## src/rtl/lut_ram_pkg.sv

```systemverilog
// Shared definitions for lut_ram and the blocks that drive it.
//   DEF_LUT_WIDTH / DEF_LUT_DEPTH : default geometry of a lut_ram instance
//   loader_state_t                : lut_ram_loader control states
package lut_ram_pkg;

  localparam int DEF_LUT_WIDTH = 32;
  localparam int DEF_LUT_DEPTH = 256;

  typedef enum logic [1:0] {
    IDLE,
    LOAD,
    VERIFY
  } loader_state_t;

endpackage

```

## src/rtl/lut_ram_loader_check.sv

```systemverilog
// Readback stage of lut_ram_loader. It holds the address and data of the most
// recent write for one cycle. During that cycle it presents the address on
// rd_addr and compares the returned rd_data. The first mismatch of a load
// is captured in a sticky flag.
//   clear    : accepted start; clears error/err_addr
//   flush    : abort; drops the pending compare
//   xfer     : a word is being written this cycle (waddr/wdata)
//   rd_addr  : readback address (lut_ram read port)
//   rd_data  : combinational readback data from lut_ram
//   error    : sticky mismatch flag
//   err_addr : address of the first mismatch
module lut_ram_loader_check #(
  parameter int LUT_WIDTH = 32,
  parameter int AW        = 8
) (
  input  logic                 clk,
  input  logic                 rst_n,
  input  logic                 clear,
  input  logic                 flush,
  input  logic                 xfer,
  input  logic [AW-1:0]        waddr,
  input  logic [LUT_WIDTH-1:0] wdata,
  output logic [AW-1:0]        rd_addr,
  input  logic [LUT_WIDTH-1:0] rd_data,
  output logic                 error,
  output logic [AW-1:0]        err_addr
);

  logic                 vld_q;
  logic [AW-1:0]        vaddr_q;
  logic [LUT_WIDTH-1:0] vdata_q;
  logic                 mismatch;

  // NOTE: the compare registers are plain flops rather than a RAM, so they
  // get a defined reset value; that keeps rd_addr at 0 out of reset.
  always_ff @(posedge clk or negedge rst_n) begin
    if (!rst_n) begin
      vld_q   <= 1'b0;
      vaddr_q <= '0;
      vdata_q <= '0;
    end else begin
      // NOTE: non-blocking assignments let every flop sample the pre-edge
      // values, so the order of the statements does not matter.
      vld_q <= xfer && !flush;
      if (xfer) begin
        vaddr_q <= waddr;
        vdata_q <= wdata;
      end
    end
  end

  assign rd_addr  = vaddr_q;
  assign mismatch = vld_q && !flush && (rd_data != vdata_q);

  always_ff @(posedge clk or negedge rst_n) begin
    if (!rst_n) begin
      error    <= 1'b0;
      err_addr <= '0;
    end else if (clear) begin
      error    <= 1'b0;
      err_addr <= '0;
    end else if (mismatch && !error) begin
      error    <= 1'b1;
      err_addr <= vaddr_q;
    end
  end

endmodule

```

## src/rtl/lut_ram_loader.sv

```systemverilog
// Writes a valid/ready stream into consecutive lut_ram addresses starting at
// base_addr. The address wraps modulo LUT_DEPTH. Each word is read back on the
// cycle after its write and compared.
//   start/base_addr/count : begin a load (ignored while busy)
//   abort                 : cancel the current load, no done pulse
//   in_valid/in_ready/in_data : input word stream
//   wr_en/wr_addr/wr_data : lut_ram write port
//   rd_addr/rd_data       : lut_ram readback port
//   busy/done/error/err_addr : status
module lut_ram_loader
  import lut_ram_pkg::*;
#(
  parameter  int LUT_WIDTH = DEF_LUT_WIDTH,
  parameter  int LUT_DEPTH = DEF_LUT_DEPTH,
  localparam int AW        = $clog2(LUT_DEPTH)
) (
  input  logic                 clk,
  input  logic                 rst_n,
  input  logic                 start,
  input  logic                 abort,
  input  logic [AW-1:0]        base_addr,
  input  logic [AW:0]          count,
  input  logic                 in_valid,
  output logic                 in_ready,
  input  logic [LUT_WIDTH-1:0] in_data,
  output logic                 wr_en,
  output logic [AW-1:0]        wr_addr,
  output logic [LUT_WIDTH-1:0] wr_data,
  output logic [AW-1:0]        rd_addr,
  input  logic [LUT_WIDTH-1:0] rd_data,
  output logic                 busy,
  output logic                 done,
  output logic                 error,
  output logic [AW-1:0]        err_addr
);

  loader_state_t        state_q, state_d;
  logic [AW-1:0]        addr_q;
  logic [AW:0]          remaining;
  logic [AW-1:0]        wr_addr_q;
  logic [LUT_WIDTH-1:0] wr_data_q;
  logic                 done_d;
  logic                 start_ok;

  assign start_ok = (state_q == IDLE) && start;

  always_comb begin
    // NOTE: every output of this block gets a default first, so no path
    // leaves one unassigned and no latch is inferred.
    state_d  = state_q;
    in_ready = 1'b0;
    wr_en    = 1'b0;
    busy     = 1'b0;
    done_d   = 1'b0;
    unique case (state_q)
      IDLE: begin
        if (start) begin
          if (count == '0) done_d  = 1'b1;
          else             state_d = LOAD;
        end
      end
      LOAD: begin
        busy = 1'b1;
        // abort wins over a same-cycle transfer
        if (abort) begin
          state_d = IDLE;
        end else begin
          in_ready = 1'b1;
          if (in_valid) begin
            wr_en = 1'b1;
            if (remaining == (AW+1)'(1)) state_d = VERIFY;
          end
        end
      end
      VERIFY: begin
        busy    = 1'b1;
        state_d = IDLE;
        done_d  = !abort;
      end
      default: state_d = IDLE;
    endcase
  end

  // The write port is a pass-through in the transfer cycle. Otherwise it holds
  // the last written address and data.
  assign wr_addr = wr_en ? addr_q  : wr_addr_q;
  assign wr_data = wr_en ? in_data : wr_data_q;

  always_ff @(posedge clk or negedge rst_n) begin
    if (!rst_n) begin
      state_q   <= IDLE;
      addr_q    <= '0;
      remaining <= '0;
      wr_addr_q <= '0;
      wr_data_q <= '0;
      done      <= 1'b0;
    end else begin
      state_q <= state_d;
      done    <= done_d;
      if (start_ok && count != '0) begin
        addr_q    <= base_addr;
        remaining <= count;
      end else if (wr_en) begin
        addr_q    <= addr_q + 1'b1;  // wraps modulo LUT_DEPTH
        remaining <= remaining - 1'b1;
      end
      if (wr_en) begin
        wr_addr_q <= addr_q;
        wr_data_q <= in_data;
      end
    end
  end

  lut_ram_loader_check #(
    .LUT_WIDTH (LUT_WIDTH),
    .AW        (AW)
  ) u_check (
    .clk      (clk),
    .rst_n    (rst_n),
    .clear    (start_ok),
    .flush    (busy && abort),
    .xfer     (wr_en),
    .waddr    (addr_q),
    .wdata    (in_data),
    .rd_addr  (rd_addr),
    .rd_data  (rd_data),
    .error    (error),
    .err_addr (err_addr)
  );

endmodule

```

## config.mk

```make
export PLATFORM = sky130hd
export DESIGN_NAME = lut_ram_loader
export DESIGN_NICKNAME = d
export VERILOG_FILES = /design/src/rtl/lut_ram_pkg.sv /design/src/rtl/lut_ram_loader_check.sv /design/src/rtl/lut_ram_loader.sv
export SDC_FILE = /design/constraint.sdc
export NUM_CORES = 1
export LEC_CHECK = 0
export ABC_CLOCK_PERIOD_IN_PS = 1960
export BUFFER_PORTS_ARGS = -buffer_cell sky130_fd_sc_hd__buf_2
export CAP_MARGIN = 10
export CELL_PAD_IN_SITES_DETAIL_PLACEMENT = 1
export CELL_PAD_IN_SITES_GLOBAL_PLACEMENT = 1
export CORE_MARGIN = 8
export CORE_UTILIZATION = 38
export DETAILED_ROUTE_END_ITERATION = 8
export GPL_TIMING_DRIVEN = 1
export PLACE_DENSITY_LB_ADDON = 0.1
export RECOVER_POWER = 100
export SLEW_MARGIN = 20
export SYNTH_ARGS = -nofsm -noshare
export SYNTH_HDL_FRONTEND = slang
export SYNTH_SLANG_ARGS = --single-unit
```

## constraint.sdc

```tcl
create_clock -name clk -period 1.96 [get_ports clk]
set_input_delay 0.392 -clock clk [delete_from_list [all_inputs] [get_ports clk]]
set_output_delay 0.392 -clock clk [all_outputs]
set_load 0.01 [all_outputs]
```

# After elaboration in Yosys (flattened, before gate mapping)
# Cells that the tools add are included.
dict set report classes {
  addsub 2
  n_mux 25
  eq_ne 8
  reduce_logical 17
}
# op n
set op_table {}
lappend op_table {{$mux W8} 5}
lappend op_table {{$mux W32} 1}
lappend op_table {{$ne A32 B32 Y1} 1}
lappend op_table {{$mux W9} 2}
lappend op_table {{$mux W1} 10}
lappend op_table {{$mux W2} 5}
lappend op_table {{$eq A9 B1 Y1 const B} 1}
lappend op_table {{$logic_not A9 Y1} 1}
lappend op_table {{$reduce_bool A9 Y1} 1}
lappend op_table {{$sub A9 B1 Y9 const B} 1}
lappend op_table {{$add A8 B1 Y8 const B} 1}
lappend op_table {{$logic_and A1 B1 Y1} 7}
lappend op_table {{$ne A3 B3 Y1 const B} 2}
lappend op_table {{$ne A2 B2 Y1 const B} 2}
lappend op_table {{$pmux W2 S2} 1}
lappend op_table {{$reduce_and A4 Y1} 1}
lappend op_table {{$reduce_bool A2 Y1} 2}
lappend op_table {{$logic_not A1 Y1} 3}
lappend op_table {{$eq A2 B1 Y1 const B} 1}
lappend op_table {{$eq A2 B2 Y1 const B} 1}
lappend op_table {{$logic_not A2 Y1} 1}
lappend op_table {{$pmux W1 S2} 1}
lappend op_table {{$reduce_or A2 Y1} 1}
dict set report totals {
  output_inout_bits 61
  register_bits 110
  wordCells 63
}

# Logic depth before layout (Yosys ltp)
# Gate-level depths: netlist of the first run.
dict set report depth {
  word_depth 10
  depth_mapped 9
}

# Hierarchy
# A second synthesis of the first run with hierarchy kept.
dict set report hier_totals {
  hier_cells 463
  area_unflattened_um2 5042.3
}
# mod area_per_inst_um2 cells_each n_inst seq_area_each_um2
set by_module_without_submodules {}
lappend by_module_without_submodules {lut_ram_loader 2715.1 296 1 1501.4}
lappend by_module_without_submodules {lut_ram_loader_check 2327.2 167 1 1251.2}

# Least setup slack after synthesis of the first run
# OpenSTA, ideal clock, no wires.
dict set report synth_timing {
  path_type {register to output}
  startpoint {reg state_q[1]}
  endpoint {out wr_addr[4]}
  stages_incl_launch_ff 10
  arrival_ps 1562
  slack_ps 6
  cell_sequence {dfrtp_1 inv_1 ha_1 nor2b_4 nand2_1 inv_2 buf_2 buf_2 nand2_1 nand2_1}
}
dict set report synth_between {
  elab_chain_cells 3
}
# item line_no
set synth_lines {}
lappend synth_lines {{start: declaration} lut_ram_loader.sv:37} ;# loader_state_t state_q, state_d;
lappend synth_lines {{start signal: assignment} lut_ram_loader.sv:98} ;# state_q <= state_d;
lappend synth_lines {{$eq A2 B1 Y1} lut_ram_loader.sv:55} ;# unique case (state_q)
lappend synth_lines {{$mux W1} lut_ram_loader.sv:55}
lappend synth_lines {{net wr_en} lut_ram_loader.sv:26} ;# output logic wr_en,
lappend synth_lines {{$mux W8} -}
lappend synth_lines {{end: declaration} lut_ram_loader.sv:27} ;# output logic [AW-1:0] wr_addr,
# The timed path passes the listed nets, and every way through them passes these cells.

# Worst setup path in the final report of the first run
dict set report layout_timing {
  startpoint {reg state_q[1]}
  endpoint {out wr_data[26]}
}
dict set report layout_between {
  elab_chain_cells 3
}
# item line_no
set layout_lines {}
lappend layout_lines {{$eq A2 B1 Y1} lut_ram_loader.sv:55}
lappend layout_lines {{$mux W1} lut_ram_loader.sv:55}
lappend layout_lines {{$mux W32} -}
lappend layout_lines {{end: declaration} lut_ram_loader.sv:28} ;# output logic [LUT_WIDTH-1:0] wr_data,
# No other way between the ends.

==> results.tsv, run 1 <==
stage	metric	value	unit
global_routing	first-pass GRT wire length	25000	microns
synth	syn avg cell area	9.49	sq um
global_routing	vias in the first global route	4699	
timing	final hold viol count	0	
timing	fin crit share	114	%
routing	# DRC	0	
setup_path	WP data required	1570	ps
setup_path	crit path cell chain	inv_2 -> ha_4 -> nor2b_4 -> nand2_4 -> buf_8 -> clkbuf_16 -> nand2_2 -> nand2_2 -> buf_6	
routing	drt first pass iters	4	
final_layout	Util after Layout	61.6	%
placed_design	PortBufs	146	
global_routing	Remaining Overflow, GRT	0	
timing	Final setup viols	44	
final_layout	Multi-input gate area	2390	sq um
setup_path	CP Class	reg -> out	
timing	maximum clock frequency	448	MHz
synth	Post-synth top flop	dfrtp_1	
power	maximum VDD drop	0.773	mV
placed_design	HPWL after DPL	10600	microns
synth	syn_nets	591	
power	Reg power frac	36.9	%
outcome	outcome	finished with violations	
final_layout	Sequential Area	2750	sq um
power	Pwr Density	1530	nW/um^2
power	Sw Ratio	37.7	%
floorplanning	Cell Rows	40	
timing	Worst slew margin	47.1	%
timing	hold slack	253	ps
routing	DRT iter0 DRCs	176	
floorplanning	die height	128	microns
synth	#FFs+latches synth	110	
synth	sequential-to-total area share from yosys stat	58.1	%
floorplanning	# IOs	147	
setup_path	cell at the slowest stage of the critical path	dfrtp_1	
setup_path	crit-path max cell delay	410	ps
timing	Least-Margin Pin Slew	793	ps
timing	RSZ-0062 raised after global routing	true	
final_layout	final std cells w/o fill	889	
cts	clock latency on the worst-skew pair	350	ps
synth	Mapped Area	4730	sq um
routing	routed len/inst	19.2	microns
routing	final WL	17100	microns
placed_design	Placer Congestion	0.799	
cts	total CTS buffers	9	
cts	TritonCTS clock tree	yes	
timing	setup TNS	-9260	ps
global_routing	antenna violations before repair	3	
synth	fraction of registers with async set or reset after synthesis	100	%
synth	post-synthesis cell count	499	
final_layout	post-route cell area	7470	sq um
placed_design	dpl ws	-26.0	ps
final_layout	Filler Cell Count	1355	
synth	EDFF count, synth	0	
power	Internal	7.12	mW
flow_run	max cap viols	0	
power	total power	11.4	mW
global_routing	global-route usage over all layers	20.0	%
cts	H-tree levels	3	
final_layout	share of cells above drive strength 1	46.2	%
timing	Worst Skew	9.17	ps
floorplanning	Starting Density	39.1	%
power	Combinational Power Share	48.0	%
cts	Clock Path Buffers	2	
power	Clock Power Share	15.2	%
floorplanning	core area	12100	sq um
routing	post-route ant nets	0	
timing	minimum clock period	2230	ps
routing	via count	4295	
placed_design	DP Cell Count	812	
cts	CTS clk-pin slew, worst paths	70	ps
setup_path	critical path fanouts, max	7	
routing	vias per cell	4.83	
floorplanning	Die Area	16300	sq um
global_routing	largest net degree at the start of global routing	51	
cts	clk sinks	110	
setup_path	Critical Path Source Type	flop	
outcome	failing checks	negative setup slack	
cts	CTS root buffer	clkbuf_16	
power	Switch Pwr	4.31	mW
min_path	Hold Path Class	in -> reg	
timing	Max Slew Vio Count	0	
final_layout	Layout area overhead	57.7	%
final_layout	nets@finish	807	
timing	final worst-path setup slack	-274	ps
floorplanning	Die Width	128	microns
synth	synthesis warning total	0	
setup_path	Crit. End Element	output pin	
power	leakage power	3.75	nW
setup_path	Top cell by count, worst path	nand2_2	
placed_design	dpl cell area	5810	sq um
setup_path	CP arrival	1840	ps
synth	library cells used by synthesis	31	
[worst max-delay path, delay by kind of cell (launching register included)]
family	cells	cell delay, ps
flip-flops	1	410
AND/OR/NAND/NOR	4	400
buffers and inverters	4	550
adder cells (fa/ha/maj)	1	120
[what timing repair did]
item,in CTS,in global routing
hold endpoints to repair,26,0
buffers inserted,32,25
endpoints found under the setup margin,41,53
gates resized for setup,73,139
hold buffers,1,0
pin swaps,11,43
gates cloned,5,2
[per-layer routing]
layer	part of all wire, %	GRT usage (%)	up-vias
met1	40	23.3	2138
met3	5.2	4.66	24
met5	0.076	0	-
met2	53	34.7	112
li1	-	-	2019
met4	1.8	8.46	2
[cell usage after synthesis, types with 2 or more instances]
cell type / count / area [sq um]
nor4_1: 3 / 18.8
clkbuf_1: 5 / 18.8
mux2i_1: 9 / 90.1
nand3_1: 4 / 20.0
mux2_2: 2 / 22.5
ha_1: 6 / 75.1
nor4_2: 3 / 37.5
nand4_1: 12 / 75.1
inv_1: 8 / 30.0
nand2_1: 238 / 893
xor2_1: 8 / 70.1
buf_1: 5 / 18.8
a31oi_1: 2 / 12.5
o21ai_0: 13 / 65.1
xnor2_1: 39 / 342
nor2_1: 5 / 18.8
buf_2: 8 / 40.0
dfrtp_1: 110 / 2750
nor3_1: 2 / 10.0
a21oi_1: 5 / 25.0
o21ai_1: 2 / 10.0
[path summary, 6_finish.rpt]
check,slack [ps],endpoint,start,depth (start not counted)
hold reg to reg,490,wr_data_q[22]$_DFF_PN0_,wr_data_q[22]$_DFF_PN0_,2
max in group asynchronous,310,wr_data_q[12]$_DFF_PN0_,rst_n,3
hold / removal,250,addr_q[1]$_DFFE_PN0P_,base_addr[1],3
min in group asynchronous,660,u_check.vdata_q[25]$_DFFE_PN0P_,rst_n,2
setup reg to reg,-210,wr_data_q[1]$_DFF_PN0_,state_q[1]$_DFFE_PN0P_,14
setup / recovery,-270,wr_data[26],state_q[1]$_DFFE_PN0P_,9
[flip-flops by register name, indices dropped and copies added, names as in the netlist]
name,count
wr_data_q,32
state_q,2
u_check.error,1
u_check.vld_q,1
wr_addr_q,8
u_check.vdata_q,32
remaining,9
u_check.err_addr,8
addr_q,8
u_check.rd_addr,8
done,1
[layout by cell type (no fill, tap or decap), types with 4 or more instances in the layout]
| master | n |
|---|---|
| nand2_1 | 139 |
| buf_2 | 85 |
| nor2_1 | 5 |
| nand4_1 | 12 |
| clkbuf_1 | 19 |
| a21oi_1 | 5 |
| nand3_1 | 4 |
| buf_4 | 55 |
| buf_12 | 5 |
| xnor2_1 | 39 |
| dfrtp_1 | 110 |
| o21ai_0 | 12 |
| ha_1 | 4 |
| inv_1 | 7 |
| xor2_1 | 8 |
| clkbuf_16 | 11 |
| mux2i_1 | 9 |
| buf_6 | 48 |
| nand2_4 | 37 |
| nand2_2 | 59 |
[power by group through the flow]
stage | registers [mW] | logic [mW] | clock network (mW)
floorplan | 3.91 | 2.05 | 0
global placement | 3.97 | 3.35 | 0
detailed placement | 4.03 | 3.47 | 0
CTS | 4.04 | 4.40 | 1.79
global route | 4.33 | 5.96 | 1.86
finish | 4.21 | 5.49 | 1.73
[area by class of cell]
class / instances / area share (%)
Clock buffer: 11 / 3.39
Timing Repair Buffer: 223 / 23.9
Inverter: 9 / 0.620
Tap cell: 168 / 2.82
Antenna cell: 2 / 0.0670
Multi-Input combinational cell: 362 / 32.0
Sequential cell: 110 / 36.9
Clock inverter: 4 / 0.302
[cell families (layout without fill, tap and decap cells)]
group | count (synthesis) | in the layout | share of synthesized area [%]
AND/OR/NAND/NOR | 271 | 271 | 23.4
flip-flops | 110 | 110 | 58.1
XOR/XNOR | 47 | 47 | 8.69
AO/OA/AOI/OAI | 27 | 27 | 3.44
buffers and inverters | 27 | 247 | 2.35
multiplexers | 11 | 11 | 2.38
adder cells (fa/ha/maj) | 6 | 6 | 1.59
other | 0 | 2 | 0
(Power assumes the default switching activity.)
==> run 2, diff against run 1 <==
Settings changed: ABC_CLOCK_PERIOD_IN_PS 1960 to 2600, CORE_UTILIZATION 38 to 42, CTS_BUF_LIST from default to sky130_fd_sc_hd__clkbuf_8.
Clock period 1.96 ns to 2.6 ns, I/O delays scaled along.
==> run 2 against run 1 <==
Effect of this change: the flow finishes with violations (max-capacitance violations, max-slew violations); critical path depth down 1; sequential share of layout area up 9.6 points; combinational power down 53%; setup slack better by 410 ps; critical path type unchanged; largest cell class unchanged.
==> results.tsv, run 2 (synthesis gave the netlist of run 1 again) <==
stage	metric	value	unit	change
global_routing	largest net degree at the start of global routing	50		-2.0%
timing	Max Slew Vio Count	36		+36
timing	maximum clock frequency	407	MHz	
floorplanning	core area	10900	sq um	-9.7%
final_layout	Util after Layout	54.2	%	-7.4 points
outcome	outcome	finished with violations		
cts	TritonCTS clock tree	yes		
floorplanning	Die Area	14900	sq um	-8.4%
setup_path	crit-path max cell delay	420	ps	about the same
power	Pwr Density	1110	nW/um^2	-27%
global_routing	vias in the first global route	4454		-5.2%
timing	final hold viol count	0		unchanged
timing	Least-Margin Pin Slew	2050	ps	+1260 ps
final_layout	post-route cell area	5930	sq um	-21%
routing	final WL	14000	microns	-18%
global_routing	Remaining Overflow, GRT	0		unchanged
routing	WL met2	6730	microns	-26%
setup_path	Crit. End Element	output pin		
routing	# DRC	0		unchanged
flow_run	max cap viols	1		+1
cts	CTS clk-pin slew, worst paths	100	ps	+30 ps
routing	WL met3	795	microns	-9.8%
placed_design	dpl cell area	5660	sq um	-2.6%
cts	H-tree levels	3		unchanged
timing	Worst slew margin	-36.5	%	-84 points
setup_path	cell at the slowest stage of the critical path	dfrtp_1		
routing	Max Used Layer	met5		
setup_path	critical path startpoint	state_q[0]$_DFFE_PN0P_		
timing	minimum clock period	2460	ps	
setup_path	RR Startpoint	state_q[1]$_DFFE_PN0P_		
final_layout	biggest regs	u_check.vdata_q: 32 flops, wr_data_q: 32 flops, remaining: 9 flops		
timing	RSZ-0062 raised after global routing	false		
setup_path	critical path fanouts, max	14		+7
setup_path	Top cell by count, worst path	nand2_1		
outcome	failing checks	max-capacitance violations, max-slew violations		
final_layout	Layout area overhead	25.2	%	
cts	CTS root buffer	clkbuf_8		
timing	fin crit share	94.6	%	
global_routing	global-route usage over all layers	18.9	%	-1.1 points
global_routing	antenna violations before repair	1		-2
global_routing	first-pass GRT wire length	22100	microns	-11%
final_layout	most common cell after layout, fill and taps aside	nand2_1		
routing	met1 WL	6230	microns	-8.6%
min_path	Hold Startpoint	base_addr[5]		
floorplanning	# IOs	147		unchanged
timing	Final setup viols	0		-100%
setup_path	CP Class	reg -> out		
cts	total CTS buffers	9		unchanged
routing	post-route ant nets	0		unchanged
min_path	Hold Path Class	in -> reg		
placed_design	HPWL after DPL	10400	microns	-2.0%
final_layout	most frequent cells in the layout	nand2_1, buf_2, dfrtp_1		
routing	routed len/inst	17.6	microns	-8.5%
final_layout	diode count	0		-2
setup_path	Critical Path Source Type	flop		
routing	via count	3915		-8.8%
setup_path	CP arrival	1940	ps	+100 ps
timing	setup TNS	0	ps	+9260 ps
cts	clock latency on the worst-skew pair	380	ps	+30 ps
routing	drt first pass iters	4		unchanged
floorplanning	Cell Rows	38		-5.0%
final_layout	nets@finish	743		-7.9%
floorplanning	die height	122	microns	-4.3%
floorplanning	Die Width	122	microns	-4.3%
setup_path	delay-heaviest family, CP	simple AND/OR/NAND/NOR gates		
final_layout	share of cells above drive strength 1	26.0	%	-20 points
floorplanning	Starting Density	43.3	%	+4.2 points
setup_path	WP data required	2080	ps	+510 ps
power	maximum VDD drop	0.632	mV	-18%
cts	cts hold-fix bufs	0		-1
routing	DRT iter0 DRCs	221		+26%
cts	clk sinks	110		unchanged
setup_path	Buf/Inv on CP	3		-1
routing	vias per cell	4.92		+1.9%
cts	Clock Path Buffers	2		unchanged
power	leakage power	3.15	nW	-16%
placed_design	Placer Congestion	0.814		+1.9%
placed_design	PortBufs	146		unchanged
setup_path	crit path cell chain	ha_1 -> nor2b_4 -> nand2_2 -> clkinv_4 -> buf_12 -> nand2_1 -> nand2_1 -> buf_2		
timing	Worst Skew	12.2	ps	+3.08 ps
-- run 2: changes by cell type in the layout (fill, tap and decap cells not counted), moves of 5 or more --
| cell | delta |
|---|---|
| buf_4 | -51 |
| nand2_1 | +98 |
| nand2_4 | -37 |
| buf_6 | -48 |
| clkbuf_8 | +7 |
| clkbuf_16 | -9 |
| nand2_2 | -58 |
| clkbuf_1 | -5 |
| buf_2 | +48 |
-- run 2: metal layers --
layer  up-vias  global-route usage [%]
met4         2                    5.03
met2       105                    31.4
met1      1901                    23.6
li1       1889                       -
met3        18                    5.60
met5         -                       0
-- run 2: path summary, 6_finish.rpt --
path                                            end  slack, ps  cells after the start
max in group asynchronous    wr_data_q[3]$_DFF_PN0_        440                      2
min in group asynchronous    wr_data_q[9]$_DFF_PN0_        710                      1
max reg2reg                remaining[5]$_DFFE_PN0P_        560                     10
min reg2reg                  wr_addr_q[4]$_DFF_PN0_        470                      2
min                           addr_q[5]$_DFFE_PN0P_        340                      3
max                                      wr_addr[5]        140                      8
-- run 2: worst min-delay path, delay by kind of cell --
family	cells	cell delay [ps]
buffers and inverters	1	70
AOI/OAI and AO/OA	1	60
and+or+nand+nor	1	30
-- run 2: power by group --
group	leakage, nW	internal (mW)	switching (mW)
Sequential	1.39	2.50	0.535
Combinational	1.66	1.09	1.48
Clock	0.101	0.433	0.571
-- run 2: what timing repair did --
item	CTS	global route
endpoints found under the setup margin	4	40
buffers inserted	0	1
cloned	0	2
resized for setup	1	14
-- run 2: final cells by class --
cell class	instances	area, sq um
repair buffers	159	901
fillers	1337	5010
well taps	140	175
clock buffers	9	124
multi-input cells	362	1880
flip-flops and latches	110	2750
inverters	9	38.8
clock inverters	6	56.3
-- run 2: per-stage QoR --
step / worst slack [ps] / power (mW) / hold slack, ps / instances
after floorplan: 518 / 4.50 / 224 / 499
after global placement: 470 / 5.47 / 449 / 777
after detailed placement: 415 / 5.61 / 453 / 777
after CTS: -1.03 / 6.65 / 86.9 / 792
after global routing: 2.76 / 7.11 / 336 / 795
final: 140 / 6.60 / 341 / 795
==> run 3, diff against run 2 <==
Settings changed: ABC_AREA from default to 1.
==> run 3 against run 2 <==
Effect of this change: the run still ends with max-capacitance violations, max-slew violations left; non-clock buffer count shrank 1; hold slack improved by 4.5 ps; clock skew fell by 2.6 ps; synthesized area grew 5.8%; sequential cell count unchanged.
==> results.tsv, run 3 <==
stage	metric	value	unit	change
outcome	outcome	finished with violations		
outcome	failing checks	max-capacitance violations, max-slew violations		
global_routing	antenna violations before repair	0		-1
power	Pwr Density	1150	nW/um^2	+3.0%
global_routing	Remaining Overflow, GRT	0		unchanged
floorplanning	core area	11800	sq um	+8.0%
setup_path	delay-heaviest family, CP	buffers and inverters		
final_layout	diode count	0		unchanged
final_layout	Multi-input gate area	1920	sq um	+2.1%
synth	Synth area leader	dfrtp_1		
final_layout	Layout area overhead	22.5	%	
setup_path	WP data required	2080	ps	about the same
synth	Post-synth top flop	dfrtp_1		
synth	EDFF count, synth	0		unchanged
timing	Max Slew Vio Count	36		unchanged
cts	clk sinks	110		unchanged
routing	via count	4283		+9.4%
synth	most common cell in the netlist	nand2_1		
flow_run	max cap viols	1		unchanged
floorplanning	Cell Rows	40		+5.3%
global_routing	vias in the first global route	4843		+8.7%
placed_design	Placer Congestion	0.798		-1.9%
routing	drt first pass iters	4		unchanged
final_layout	final std cells w/o fill	884		+11%
final_layout	Filler Cell Count	1492		+12%
cts	Clock Path Buffers	2		unchanged
global_routing	first-pass GRT wire length	24600	microns	+11%
floorplanning	die height	125	microns	+2.5%
routing	# DRC	0		unchanged
timing	fin crit share	95.3	%	+0.68 points
power	maximum VDD drop	0.444	mV	-30%
routing	vias per cell	4.85		-1.6%
cts	cts hold-fix bufs	0		unchanged
setup_path	cell at the slowest stage of the critical path	dfrtp_1		
synth	Mapped Area	5010	sq um	+5.8%
floorplanning	Starting Density	42.4	%	-0.87 points
cts	total CTS buffers	9		unchanged
placed_design	PortBufs	146		unchanged
power	leakage power	3.36	nW	+6.6%
final_layout	biggest regs	u_check.vdata_q: 32 flops, wr_data_q: 32 flops, remaining: 9 flops		
setup_path	Critical Path Source Type	flop		
cts	Post-CTS Setup Inserts	0		unchanged
cts	CTS root buffer	clkbuf_8		
cts	CTS clk-pin slew, worst paths	110	ps	about the same
timing	final hold viol count	0		unchanged
timing	minimum clock period	2480	ps	+17.6 ps
synth	commonest cells in the netlist	nand2_1, dfrtp_1, inv_1		
final_layout	share of cells above drive strength 1	21.4	%	-4.5 points
routing	final WL	15600	microns	+12%
synth	syn_nets	675		+14%
final_layout	most common cell after layout, fill and taps aside	nand2_1		
power	total power	7.04	mW	+6.6%
synth	library cells used by synthesis	32		+3.2%
synth	fraction of registers with async set or reset after synthesis	100	%	unchanged
global_routing	global-route usage over all layers	19.4	%	+0.51 points
setup_path	crit path cell chain	inv_1 -> ha_1 -> nand2_2 -> inv_2 -> nand2_4 -> inv_8 -> clkbuf_16 -> nand2_1 -> nand2_1 -> clkbuf_2		
setup_path	critical path fanouts, max	13		-1
min_path	Hold Path Class	in -> reg		
routing	DRT iter0 DRCs	215		-2.7%
routing	routed len/inst	17.6	microns	+0.30%
synth	Yosys top cell area share	54.9	%	-3.2 points
floorplanning	Die Area	15700	sq um	+5.1%
timing	Least-Margin Pin Slew	2050	ps	-0.613 ps
timing	setup TNS	0	ps	unchanged
floorplanning	# IOs	147		unchanged
cts	clock latency on the worst-skew pair	390	ps	about the same
setup_path	Top cell by count, worst path	nand2_1		
setup_path	Crit. End Element	output pin		
synth	#FFs+latches synth	110		unchanged
routing	post-route ant nets	0		unchanged
timing	Worst slew margin	-36.5	%	+0.041 points
synth	sequential-to-total area share from yosys stat	54.9	%	-3.2 points
placed_design	dpl cell area	5890	sq um	+4.0%
final_layout	Sequential Area	2750	sq um	unchanged
setup_path	Buf/Inv on CP	5		+2
floorplanning	Die Width	125	microns	+2.5%
synth	synthesis warning total	0		unchanged
synth	post-synthesis cell count	583		+17%
timing	maximum clock frequency	404	MHz	-0.71%
cts	H-tree levels	3		unchanged
cts	TritonCTS clock tree	yes		
setup_path	CP Class	reg -> out		
setup_path	CP arrival	1960	ps	+20 ps
global_routing	largest net degree at the start of global routing	74		+48%
final_layout	most frequent cells in the layout	nand2_1, dfrtp_1, buf_2		
placed_design	HPWL after DPL	11000	microns	+6.2%
timing	Final setup viols	0		unchanged
timing	Worst Skew	9.62	ps	-2.62 ps
setup_path	R2R Setup Slk	320	ps	-240 ps
final_layout	post-route cell area	6140	sq um	+3.6%
final_layout	nets@finish	824		+11%
synth	syn avg cell area	8.60	sq um	-9.4%
synth	Area contributors post-synth	dfrtp_1, nand2_1, xnor2_1		
setup_path	crit-path max cell delay	420	ps	about the same
placed_design	DP Cell Count	864		+11%
timing	hold slack	346	ps	+4.52 ps
## run 3: cell types whose count changed after synthesis, sizes merged, moves of 4 or more
| cell | delta |
|---|---|
| buf | +5 |
| clkbuf | -4 |
| inv | +37 |
| mux2i | -9 |
| nand2 | +29 |
| nand3 | +18 |
| nand4 | -9 |
| nor2 | +25 |
| nor4 | -6 |
| o211ai | +4 |
| o21ai | +12 |
| xnor2 | -14 |
## run 3: power by group
part | internal, mW | switching [mW] | total [mW]
clock | 0.547 | 0.630 | 1.18
combinational | 1.11 | 1.79 | 2.90
sequential | 2.49 | 0.478 | 2.97
total | 4.15 | 2.90 | 7.04
## run 3: logic make-up (layout without fill, tap and decap cells)
logic type      Yosys count  count (layout)  synth area share (%)
xor+xnor                 36              36                  6.29
simple gates            325             325                  26.3
fa+ha+maj                 6               6                  1.50
compound gates           40              40                  4.77
buf+inv                  66             220                  6.19
flops                   110             110                  54.9
## run 3: layout make-up
type                            instances  share of cell area (%)
Inverter                               46                    2.94
Sequential cell                       110                    44.8
Clock buffer                            9                    2.02
Tap cell                              147                    3.00
Timing Repair Buffer                  158                    14.4
Clock inverter                          7                    1.59
Multi-Input combinational cell        407                    31.2
## run 3: stage by stage
step	setup WS (ps)	util, %
CTS	27.2	51.7
global placement	434	49.9
detailed placement	407	49.9
finish	122	52.0
global route	-2.02	52.0
floorplan	687	-
## run 3: metal layers
metal  global-route usage [%]  vias up  share of wire, %
met3                     3.70       15               3.4
li1                         -     2091                 -
met1                     23.6     2088                45
met5                        0        -                 0
met2                     33.7       89                50
met4                     6.88        0               1.5
## run 3: worst reg2reg max path: cells and delay by family, from the launching register on
family	cells	cell delay, ps
adders and majority gates	1	160
and+or+nand+nor	5	690
AOI/OAI and AO/OA	1	60
DFF	1	420
buffers and inverters	6	860
## run 3: path summary, 6_finish.rpt
check	start	depth (start not counted)	endpoint
min in group asynchronous	rst_n	1	u_check.vdata_q[12]$_DFFE_PN0P_
setup / recovery	state_q[1]$_DFFE_PN0P_	10	wr_data[28]
hold reg to reg	wr_data_q[3]$_DFF_PN0_	2	wr_data_q[3]$_DFF_PN0_
setup reg to reg	state_q[1]$_DFFE_PN0P_	13	remaining[0]$_DFFE_PN0P_
max in group asynchronous	rst_n	2	wr_addr_q[7]$_DFF_PN0_
hold / removal	base_addr[0]	3	addr_q[0]$_DFFE_PN0P_
## run 3: repair_timing
item,CTS,global route
cloned,0,4
gates resized for setup,1,6
setup endpoints to repair,1,39
